<file path="src/rtl/clint_timer.sv">
// Core-local interruptor: memory-mapped mtime/mtimecmp machine timer and msip software
// interrupt bit, serving one MEM-stage load/store at a time with a one-cycle response.
module clint_timer #(
   parameter logic [63:0] BASE_ADDR = 64'h0200_0000,
   parameter int unsigned TICK_DIV  = 1
) (
   input  logic        clk,
   input  logic        rst,
   input  logic        clint_req_valid_i,
   output logic        clint_req_ready_o,
   input  logic        clint_req_write_i,
   input  logic [63:0] clint_req_addr_i,
   input  logic [63:0] clint_req_wdata_i,
   input  logic [7:0]  clint_req_wstrb_i,
   output logic        clint_resp_valid_o,
   output logic [63:0] clint_resp_rdata_o,
   output logic        clint_resp_err_o,
   output logic        clint_mtip_o,
   output logic        clint_update_o,
   output logic        clint_msip_o
);

   localparam logic [63:0] OffMsip   = 64'h0000;
   localparam logic [63:0] OffMsipHi = 64'h0004;
   localparam logic [63:0] OffCmp    = 64'h4000;
   localparam logic [63:0] OffMtime  = 64'hBFF8;
   localparam logic [15:0] DivLast   = 16'(TICK_DIV - 1);

   typedef enum logic {StIdle, StResp} state_e;

   state_e      state_q, state_d;
   logic [63:0] mtime_q, mtime_d;
   logic [63:0] mtimecmp_q, mtimecmp_d;
   logic [63:0] rdata_q, rdata_d;
   logic [15:0] div_q, div_d;
   logic        msip_q, msip_d;
   logic        err_q, err_d;
   logic        mtip_q, mtip_d;
   logic        update_q, update_d;

   logic [63:0] offset;
   logic [63:0] wmask;
   logic [63:0] rd_val;
   logic        hit_msip, hit_msip_hi, hit_cmp, hit_mtime, hit_any;

   // Only exact register offsets hit, so any misaligned address falls through to an error.
   assign offset      = clint_req_addr_i - BASE_ADDR;
   assign hit_msip    = (offset == OffMsip);
   assign hit_msip_hi = (offset == OffMsipHi);
   assign hit_cmp     = (offset == OffCmp);
   assign hit_mtime   = (offset == OffMtime);
   assign hit_any     = hit_msip | hit_msip_hi | hit_cmp | hit_mtime;

   always_comb begin
      for (int i = 0; i < 8; i++) begin
         wmask[8*i +: 8] = {8{clint_req_wstrb_i[i]}};
      end
   end

   always_comb begin
      rd_val = '0;
      if (hit_msip) begin
         rd_val = {63'b0, msip_q};
      end else if (hit_cmp) begin
         rd_val = mtimecmp_q;
      end else if (hit_mtime) begin
         rd_val = mtime_q;
      end
   end

   always_comb begin
      state_d    = state_q;
      rdata_d    = rdata_q;
      err_d      = err_q;
      msip_d     = msip_q;
      mtimecmp_d = mtimecmp_q;
      if (div_q == DivLast) begin
         div_d   = '0;
         mtime_d = mtime_q + 64'd1;
      end else begin
         div_d   = div_q + 16'd1;
         mtime_d = mtime_q;
      end

      case (state_q)
         StIdle: begin
            if (clint_req_valid_i) begin
               state_d = StResp;
               err_d   = ~hit_any;
               rdata_d = (clint_req_write_i || !hit_any) ? 64'd0 : rd_val;
               if (clint_req_write_i) begin
                  if (hit_msip && clint_req_wstrb_i[0]) begin
                     msip_d = clint_req_wdata_i[0];
                  end
                  if (hit_cmp) begin
                     mtimecmp_d = (mtimecmp_q & ~wmask) | (clint_req_wdata_i & wmask);
                  end
                  // A real mtime store overrides the tick and restarts the divider phase.
                  if (hit_mtime && (clint_req_wstrb_i != 8'd0)) begin
                     mtime_d = (mtime_q & ~wmask) | (clint_req_wdata_i & wmask);
                     div_d   = '0;
                  end
               end
            end
         end
         StResp:  state_d = StIdle;
         default: state_d = StIdle;
      endcase

      mtip_d   = (mtime_q >= mtimecmp_q);
      update_d = mtip_d ^ mtip_q;
   end

   always_ff @(posedge clk or negedge rst) begin
      if (!rst) begin
         state_q    <= StIdle;
         mtime_q    <= '0;
         mtimecmp_q <= '1;
         rdata_q    <= '0;
         div_q      <= '0;
         msip_q     <= 1'b0;
         err_q      <= 1'b0;
         mtip_q     <= 1'b0;
         update_q   <= 1'b0;
      end else begin
         state_q    <= state_d;
         mtime_q    <= mtime_d;
         mtimecmp_q <= mtimecmp_d;
         rdata_q    <= rdata_d;
         div_q      <= div_d;
         msip_q     <= msip_d;
         err_q      <= err_d;
         mtip_q     <= mtip_d;
         update_q   <= update_d;
      end
   end

   assign clint_req_ready_o  = (state_q == StIdle);
   assign clint_resp_valid_o = (state_q == StResp);
   assign clint_resp_rdata_o = rdata_q;
   assign clint_resp_err_o   = err_q;
   assign clint_mtip_o       = mtip_q;
   assign clint_update_o     = update_q;
   assign clint_msip_o       = msip_q;

endmodule

</file>
<file path="config.mk">
export PLATFORM = sky130hd
export DESIGN_NAME = clint_timer
export DESIGN_NICKNAME = d
export VERILOG_FILES = /design/src/rtl/clint_timer.sv
export SDC_FILE = /design/constraint.sdc
export NUM_CORES = 1
export LEC_CHECK = 0
export ABC_AREA = 1
export CAP_MARGIN = 20
export CORE_UTILIZATION = 45
export DETAILED_ROUTE_END_ITERATION = 12
export PLACE_DENSITY = 0.75
export SYNTH_ARGS = -nofsm -noshare
export SYNTH_HDL_FRONTEND = slang
export SYNTH_SLANG_ARGS = --single-unit
</file>
<file path="constraint.sdc">
create_clock -name clk -period 3.2 [get_ports clk]
set_input_delay 0.48 -clock clk [delete_from_list [all_inputs] [get_ports clk]]
set_output_delay 0.48 -clock clk [all_outputs]
set_load 0.02 [all_outputs]
</file>
==> reports/qor.yml <==
run_status:
  outcome: "completed"
synthesis:
  synth.net_count: 2653
  synth_cells: 2445
  ys_seq_area_frac: 0.334
  synth.yosys.warnings: 0
  synth_ff_type: "dfrtp_1"
  netlist-cell-type-count: 44
  netlist_area_sq_um: 16200
  async_flop_share: 1.00
  syn_area_per_cell_sq_um: 6.62
  synth_edf_count: 0
  ys_seq_elements: 213
worst_setup_path:
  path_delay_family: "simple AND/OR/NAND/NOR gates"
  slowest_stage: "clkdlybuf4s50_1"
  path_buf_inv: 4
  crit_arrival_ns: 3.54
  crit_type: "in -> reg"
  worst-path-max-fanout: 13
  cp_cell_sequence: "clkdlybuf4s50_1, nor2_2, nand2_2, nor2_4, nand2_4, o21ai_1, nand2_1, nor2_2, nand2_1, nor2_2, nand3_1, nor2_4, nand2_2, nor2_4, buf_12, nand2_1, buf_4, o21ai_0, inv_1"
  crit_path_end_kind: "flop"
  start_kind: "input port"
  cpPeakStageDelay_ns: 0.49
  crit_required_ns: 3.68
final_layout:
  filler_cell_count: 3260
  drive_gt1_frac: 0.163
  layoutNonFillerInstCount: 3344
  layout_commonest_cell: "nand2_1"
  final_nets: 3070
  syn2layout_area_growth_pct: 34.2
  diodes: 0
  final_cell_mix: "nand2_1, inv_1, nand3_1"
global_routing:
  grt_overflow: 0
  grt_max_degree: 73
  antenna_found_initial: 0
  grt_pass1_wl_mm: 95.7
  grt_use_total: 0.333
  grt_pass1_vias: 18100
route:
  dr.pass1.iters: 6
  first_iter_violations: 1772
  via_count: 18500
  drc: 0
  wirelength_mm: 61.0
  vias_per_cell: 5.53
  ant_nets: 0
  post_drt_wl_per_cell_microns: 18.2
power_and_ir_drop:
  irDropWorstVdd_mv: 0.379
  power_mw: 8.16
  power-per-cell-area_nw_per_um2: 376
  p_leak_nw: 10.2
floorplan:
  ios: 210
  coreArea_sq_um: 35500
  rows: 69
  start_util: 0.456
  die_h_microns: 192
  die-area_sq_um: 36700
  die_w_microns: 192
flow_run:
  cap_violations: 0
timing:
  fmax_mhz: 326
  fin_skew_ns: 0.0261
  min_period_over_period: 0.958
  worst_slack_ns: 0.133
  worst_slew_pin_slew_ns: 0.706
  grt_setup_unrepaired: "true"
  slew_headroom: 0.525
  setup_viol: 0
  finalSetupTns_ns: 0
  timing_hold_violations_final: 0
  slew_violations: 0
  post-route-min-period_ns: 3.07
placed_design:
  port_buffers: 209
  dpl.hpwl_mm: 47.8
  dp.cells: 3290
  pre_cts_ws_ns: -0.508
  gp_congestion: 1.05
clocking:
  clk_pin_slew_ns: 0.06
  cts_sinks: 213
  clock_path_buffers: 3
  cts_tree: "done"
  worstSkewPairLatency_ns: 0.57
  h-tree-depth: 1
  cts_root_buf: "clkbuf_16"
  cts_buffers: 27
worst_hold_path:
  hp-class: "reg -> reg"
power breakdown:
| part | leakage, nW | internal (mW) | switching, mW | total [mW] |
|---|---|---|---|---|
| Sequential | 2.61 | 2.82 | 0.218 | 3.03 |
| Clock | 0.472 | 1.96 | 1.29 | 3.25 |
| Combinational | 7.10 | 0.767 | 1.10 | 1.87 |
Yosys cell counts (3+ instances only):
library cell	count	area share
nor2_1	238	0.055
dfstp_2	64	0.10
buf_1	4	0.00093
ha_1	68	0.053
nor3b_1	4	0.0019
nor2_4	7	0.0049
buf_2	11	0.0034
nor2_2	15	0.0058
nand2_1	767	0.18
nand3b_1	10	0.0046
o21ai_0	51	0.016
inv_2	12	0.0028
nor4_1	32	0.012
inv_1	283	0.066
nand3_1	259	0.080
nand4_1	77	0.030
a21oi_1	43	0.013
o221ai_1	5	0.0027
clkbuf_1	50	0.012
dfrtp_1	149	0.23
buf_4	7	0.0032
nor3_1	60	0.019
or2_2	23	0.0089
nand2_2	12	0.0046
o21ai_1	21	0.0065
and3_1	3	0.0012
o22ai_1	57	0.022
xnor2_1	4	0.0022
xor2_1	67	0.036
o211ai_1	18	0.0084
nor3_2	3	0.0019
o21a_1	3	0.0014
worst min-delay path: stages (launching register included):
cell	delay (ns)
dfstp_2	0.36
nand2_1	0.05
nand2_1	0.04
repair_timing:
action | in CTS | in global routing
hold endpoints to repair | 44 | 0
endpoints found under the setup margin | 0 | 205
gates resized for setup | 0 | 46
buffers inserted | 0 | 3
hold buffers | 1 | 0
logic make-up (layout without fill, tap and decap cells):
kind of cell | Yosys count | after routing | share of synthesized area
xor+xnor | 71 | 71 | 0.0384
simple gates | 1517 | 1517 | 0.412
flops | 213 | 213 | 0.334
buf+inv | 369 | 807 | 0.0885
compound gates | 207 | 207 | 0.0742
fa+ha+maj | 68 | 68 | 0.0526
per-layer routing:
metal  vias up  part of all wire  track usage
met3       137             0.088       0.0530
met5         -                 0            0
met2       830              0.45        0.546
met1      8695              0.42        0.441
met4         0             0.038        0.125
li1       8823                 -            -
path summary, 6_finish.rpt:
kind	start	end	depth (start not counted)	slack, ns
max in group asynchronous	rst	asynchronous set/reset pin	3	1.81
hold / removal	flop	flop	2	0.46
min in group asynchronous	rst	clint_resp_rdata_o[49]	2	0.51
hold reg to reg	flop	flop	2	0.46
setup / recovery	clint_req_addr_i[31]	flop	19	0.13
setup reg to reg	div_q[1]	flop	17	0.27
cell type report:
| class | count | area, sq um | area share |
|---|---|---|---|
| clock buffer | 32 | 724 | 0.0334 |
| clock inverter | 18 | 226 | 0.0104 |
| sequential | 213 | 5410 | 0.249 |
| inverter | 296 | 1110 | 0.0512 |
| multi-input combinational | 1863 | 9490 | 0.437 |
| tap | 461 | 577 | 0.0266 |
| timing repair buffer | 461 | 4180 | 0.192 |
per-stage QoR:
step / hold WS, ns / util / cell area, sq um
after floorplan: 0.184 / - / 16200
after global placement: 0.450 / 0.580 / 20600
after detailed placement: 0.453 / 0.580 / 20600
after CTS: 0.455 / 0.607 / 21500
after global routing: 0.472 / 0.612 / 21700
final: 0.461 / 0.612 / 21700
(Power assumes the default switching activity.)
